**src/rtl/onehot_rr_arbiter.sv**
```systemverilog
// Round-robin arbiter for 2**IDX_BITS requesters. A grant is held until Done,
// withdrawal or timeout, and the next owner is chosen in the same edge.
module onehot_rr_arbiter #(
    parameter int IDX_BITS = 3,
    parameter int TIMEOUT  = 64
) (
    input  logic                       clk,
    input  logic                       reset,
    input  logic [(1<<IDX_BITS)-1:0]   Req,
    input  logic                       Done,
    output logic [IDX_BITS-1:0]        GrantIdx,
    output logic [(1<<IDX_BITS)-1:0]   GrantOH,
    output logic                       Busy,
    output logic                       TimeoutErr
);
    localparam int N  = 1 << IDX_BITS;
    localparam int CW = (TIMEOUT > 0) ? $clog2(TIMEOUT + 1) : 1;
    localparam logic [CW-1:0] CNT_LAST = CW'((TIMEOUT > 0) ? TIMEOUT - 1 : 0);
    localparam logic [CW-1:0] CNT_MAX  = CW'((TIMEOUT > 0) ? TIMEOUT : 0);

    typedef enum logic {IDLE, GRANT} state_t;

    state_t                r_state;
    logic [IDX_BITS-1:0]   r_idx;
    logic [IDX_BITS-1:0]   r_ptr;
    logic [N-1:0]          r_oh;
    logic [CW-1:0]         r_cnt;
    logic                  r_err;

    logic                  w_hit;
    logic                  w_tmo;
    logic                  w_rel;
    logic                  w_err;
    logic [IDX_BITS-1:0]   w_ptr_nxt;
    logic [IDX_BITS:0]     w_pick;

    // Returns {found, index} of the first set request at or after ptr, wrapping.
    function automatic logic [IDX_BITS:0] f_pick(input logic [N-1:0]        req,
                                                 input logic [IDX_BITS-1:0] ptr);
        logic [IDX_BITS-1:0] idx;
        f_pick = '0;
        for (int i = N - 1; i >= 0; i--) begin
            idx = ptr + IDX_BITS'(i);
            if (req[idx]) f_pick = {1'b1, idx};
        end
    endfunction

    function automatic logic [N-1:0] f_onehot(input logic [IDX_BITS-1:0] idx);
        f_onehot = '0;
        f_onehot[idx] = 1'b1;
    endfunction

    always_comb begin
        w_hit     = Req[r_idx];
        w_tmo     = (TIMEOUT != 0) && (r_cnt == CNT_LAST);
        w_rel     = Done || !w_hit || w_tmo;
        // Done and withdrawal take precedence, so only a pure timeout flags an error.
        w_err     = !Done && w_hit && w_tmo;
        w_ptr_nxt = r_idx + 1'b1;
        w_pick    = f_pick(Req, (r_state == GRANT) ? w_ptr_nxt : r_ptr);
    end

    always_ff @(posedge clk or posedge reset) begin
        if (reset) begin
            r_state <= IDLE;
            r_idx   <= '0;
            r_ptr   <= '0;
            r_oh    <= '0;
            r_cnt   <= '0;
            r_err   <= 1'b0;
        end else begin
            r_err <= 1'b0;
            case (r_state)
                IDLE: begin
                    if (w_pick[IDX_BITS]) begin
                        r_state <= GRANT;
                        r_idx   <= w_pick[IDX_BITS-1:0];
                        r_oh    <= f_onehot(w_pick[IDX_BITS-1:0]);
                        r_cnt   <= '0;
                    end
                end
                GRANT: begin
                    if (w_rel) begin
                        r_ptr <= w_ptr_nxt;
                        r_err <= w_err;
                        r_cnt <= '0;
                        // Hand over directly to the next requester with no idle bubble.
                        if (w_pick[IDX_BITS]) begin
                            r_idx <= w_pick[IDX_BITS-1:0];
                            r_oh  <= f_onehot(w_pick[IDX_BITS-1:0]);
                        end else begin
                            r_state <= IDLE;
                            r_oh    <= '0;
                        end
                    end else if (r_cnt != CNT_MAX) begin
                        r_cnt <= r_cnt + 1'b1;
                    end
                end
                default: r_state <= IDLE;
            endcase
        end
    end

    assign GrantIdx   = r_idx;
    assign GrantOH    = r_oh;
    assign Busy       = (r_state == GRANT);
    assign TimeoutErr = r_err;
endmodule
```
**config.mk**
```make
export PLATFORM = sky130hd
export DESIGN_NAME = onehot_rr_arbiter
export DESIGN_NICKNAME = d
export VERILOG_FILES = /design/src/rtl/onehot_rr_arbiter.sv
export SDC_FILE = /design/constraint.sdc
export NUM_CORES = 1
export LEC_CHECK = 0
export BUFFER_PORTS_ARGS = -buffer_cell sky130_fd_sc_hd__buf_2
export CORE_ASPECT_RATIO = 2
export CORE_MARGIN = 2
export CORE_UTILIZATION = 43
export CTS_CLUSTER_DIAMETER = 200
export CTS_CLUSTER_SIZE = 10
export DETAILED_ROUTE_END_ITERATION = 8
export RECOVER_POWER = 50
export SYNTH_ARGS = -nofsm -noshare
export SYNTH_HDL_FRONTEND = slang
export SYNTH_SLANG_ARGS = --single-unit
export TNS_END_PERCENT = 1
```
**constraint.sdc**
```tcl
create_clock -name clk -period 4.2 [get_ports clk]
set_clock_uncertainty 0.15 [all_clocks]
set_input_delay 0.21 -clock clk [delete_from_list [all_inputs] [get_ports clk]]
set_output_delay 0.21 -clock clk [all_outputs]
set_load 0.05 [all_outputs]
```
==> results.py <==
metrics = {
    "setup_path": {
        "rrSetupSlack_ps": 290,
        "r2r_cells": 13,
        "cp_common_cell": "ha_1",
        "cp-startpoint": "GrantIdx[1]",
        "crit_end": "GrantOH[6]",
        "arrival_ps": 3970,
        "r2r-end": "GrantOH[6]",
        "crit_type": "reg -> reg",
        "crit_path_cell_trace": "ha_1 > mux2i_2 > inv_2 > ha_1 > inv_1 > a211oi_1 > or2_4 > mux4_2 > nor2_1 > a41o_1 > buf_4 > and2_1 > a32o_1",
        "reg2reg_from": "GrantIdx[1]",
        "slowest_stage": "mux4_2",
        "cp-start-kind": "flop",
        "crit_fanout": 11,
        "required_ps": 4270,
        "worstSetupEndpointType": "flop",
        "max_stage_delay_ps": 550,
    },
    "route": {
        "route.antenna.remaining_nets": 0,
        "drcViolationCount": 0,
        "via_per_inst": 6.660,
        "dr.pass1.iters": 4,
        "routed_wl_um": 7222,
        "drtIter0Drc": 123,
        "wl_per_cell_um": 20.99,
        "vias": 2291,
    },
    "global_routing": {
        "grt_pass1_wl_um": 11440,
        "antenna_found_initial": 0,
        "grt_usage": 0.2396,
        "grt_pass1_vias": 2247,
        "gr-total-overflow": 0,
        "grt_max_degree": 24,
    },
    "synth": {
        "yosysSeqAreaShare": 0.2367,
        "synth_area_sq_mm": 0.002431,
        "synth_edf_count": 0,
        "synth.distinct_cells": 70,
        "synthCells": 268,
        "yosys_register_bits": 23,
        "syn_area_per_cell_sq_um": 9.071,
        "synth_flop_cell": "dfrtp_1",
        "yosysWarnings": 0,
        "synth_async_sr_flop_share": 1.000,
        "syn-num-nets": 283,
    },
    "floorplan": {
        "fp.coreArea_sq_mm": 0.005420,
        "die_w_um": 57.17,
        "placementRows": 38,
        "io-pin-count": 24,
        "start_util": 0.4485,
        "die_h_um": 110.3,
        "die_area_sq_mm": 0.006308,
    },
    "layout": {
        "final_cell_mix": "dfrtp_1 (23), nand2_1 (23), nor2_1 (17), buf_2 (17), nand3_1 (13)",
        "area_growth_pct": 7.411,
        "multi_input_area_sq_mm": 0.001703,
        "drive_above_1_share": 0.2324,
        "final_nets": 300,
        "n_antenna_cell": 0,
        "stdcell_area_sq_mm": 0.002611,
        "layout.area.seq_sq_um": 575.6,
        "n_fill_cell": 585,
    },
    "clock_tree": {
        "h-tree-depth": 1,
        "cts_buffers": 3,
        "cts_buffer_depth": 2,
        "clkLatencyLatePin_ps": 270,
        "holdBufCountCts": 0,
        "cts_setup_buffers": 0,
        "clk_pin_slew_ps": 80,
        "cts_resized": 0,
        "root_buffer": "clkbuf_8",
        "cts_tree": "done",
        "cts.sinks": 23,
    },
    "placed_design": {
        "dpl-instance-area_sq_mm": 0.002572,
        "hpwl_um": 5667,
        "port_buffers": 23,
        "place.gp.congestion": 0.8902,
    },
    "timing": {
        "finalCritPeriodShare": 0.9298,
        "finalMaxSlewViolations": 0,
        "max_slew.worst_pin.slew_ps": 882.9,
        "rsz0062_at_grt": "false",
        "timing.fmax_mhz": 256.1,
        "tns_ps": 0,
        "worst_hold_slack_ps": -40.23,
        "finalHoldViolCount": 23,
        "period_needed_ps": 3905,
        "final-setup-viol-count": 0,
        "relSlewSlack": 0.4108,
    },
    "worst_hold_path": {
        "hp-class": "in -> async",
    },
    "outcome": {
        "failed_checks": "hold timing",
        "status": "finished with violations",
    },
    "flow_run": {
        "max_cap_violations": 0,
    },
}
-- worst max-delay path, delay by kind of cell (launching register included) --
| family | cells | cell delay, ps |
|---|---|---|
| adders and majority gates | 2 | 590 |
| AOI/OAI and AO/OA | 3 | 990 |
| and+or+nand+nor | 3 | 580 |
| DFF | 1 | 470 |
| buffers and inverters | 3 | 420 |
| muxes | 2 | 650 |
-- how the worst min path moves through the flow --
stage,from,end
floorplan,reset,Busy
finish,reset,GrantOH[4]
global route,reset,GrantOH[1]
CTS,reset,GrantOH[5]
detailed placement,reset,GrantOH[5]
global placement,reset,GrantOH[0]
-- kinds of logic (layout without fill, tap and decap cells) --
family / after synthesis / after routing / share of synthesized area
AOI/OAI and AO/OA: 80 / 80 / 0.2645
and+or+nand+nor: 96 / 96 / 0.2095
xor gates and xnor gates: 6 / 6 / 0.02162
buffers and inverters: 29 / 45 / 0.06279
adders and majority gates: 4 / 4 / 0.02059
DFF: 23 / 23 / 0.2367
muxes: 30 / 30 / 0.1843
-- metrics by stage --
step	setup WS, ps	hold slack (ps)	instances	util
after detailed placement	354.4	299.6	340	0.4746
after global routing	7.589	51.41	344	0.4818
after floorplan	279.4	61.92	268	-
after global placement	404.1	287.8	340	0.4746
final	295.0	-40.23	344	0.4818
after CTS	322.3	6.600	344	0.4831
-- metal layers --
layer | global-route usage | wire length, um
met1 | 0.2485 | 2512
met2 | 0.4631 | 4097
met3 | 0.01517 | 267
met4 | 0.1312 | 344
met5 | 0 | 0
-- registers in the layout, indices dropped and copies added, names as in the netlist --
register and cells:
r_cnt 7, GrantIdx 3, GrantOH 8, Busy 1, TimeoutErr 1, r_ptr 3
-- cell type report --
type / instances / area share
timing repair buffer: 32 / 0.06708
clock buffer: 3 / 0.01581
sequential: 23 / 0.2204
clock inverter: 1 / 0.001917
tap: 60 / 0.02875
inverter: 9 / 0.01390
multi-input combinational: 216 / 0.6521
-- synthesized netlist by cell type (6+ instances only) --
master	number	area, sq um
buf_2	6	30.03
a21oi_1	12	60.06
nand2_1	23	86.33
a21o_1	6	45.04
dfrtp_1	23	575.6
and3_1	10	62.56
inv_1	6	22.52
nor2_1	17	63.81
nand3_1	13	65.06
mux2i_1	12	120.1
o21ai_0	10	50.05
nor3_1	8	40.04
clkbuf_1	9	33.78
mux4_2	10	225.2
Power is left out: the tool's default activity adds up to more than one toggle a clock period on the data nets, which glitch-free logic cannot reach.
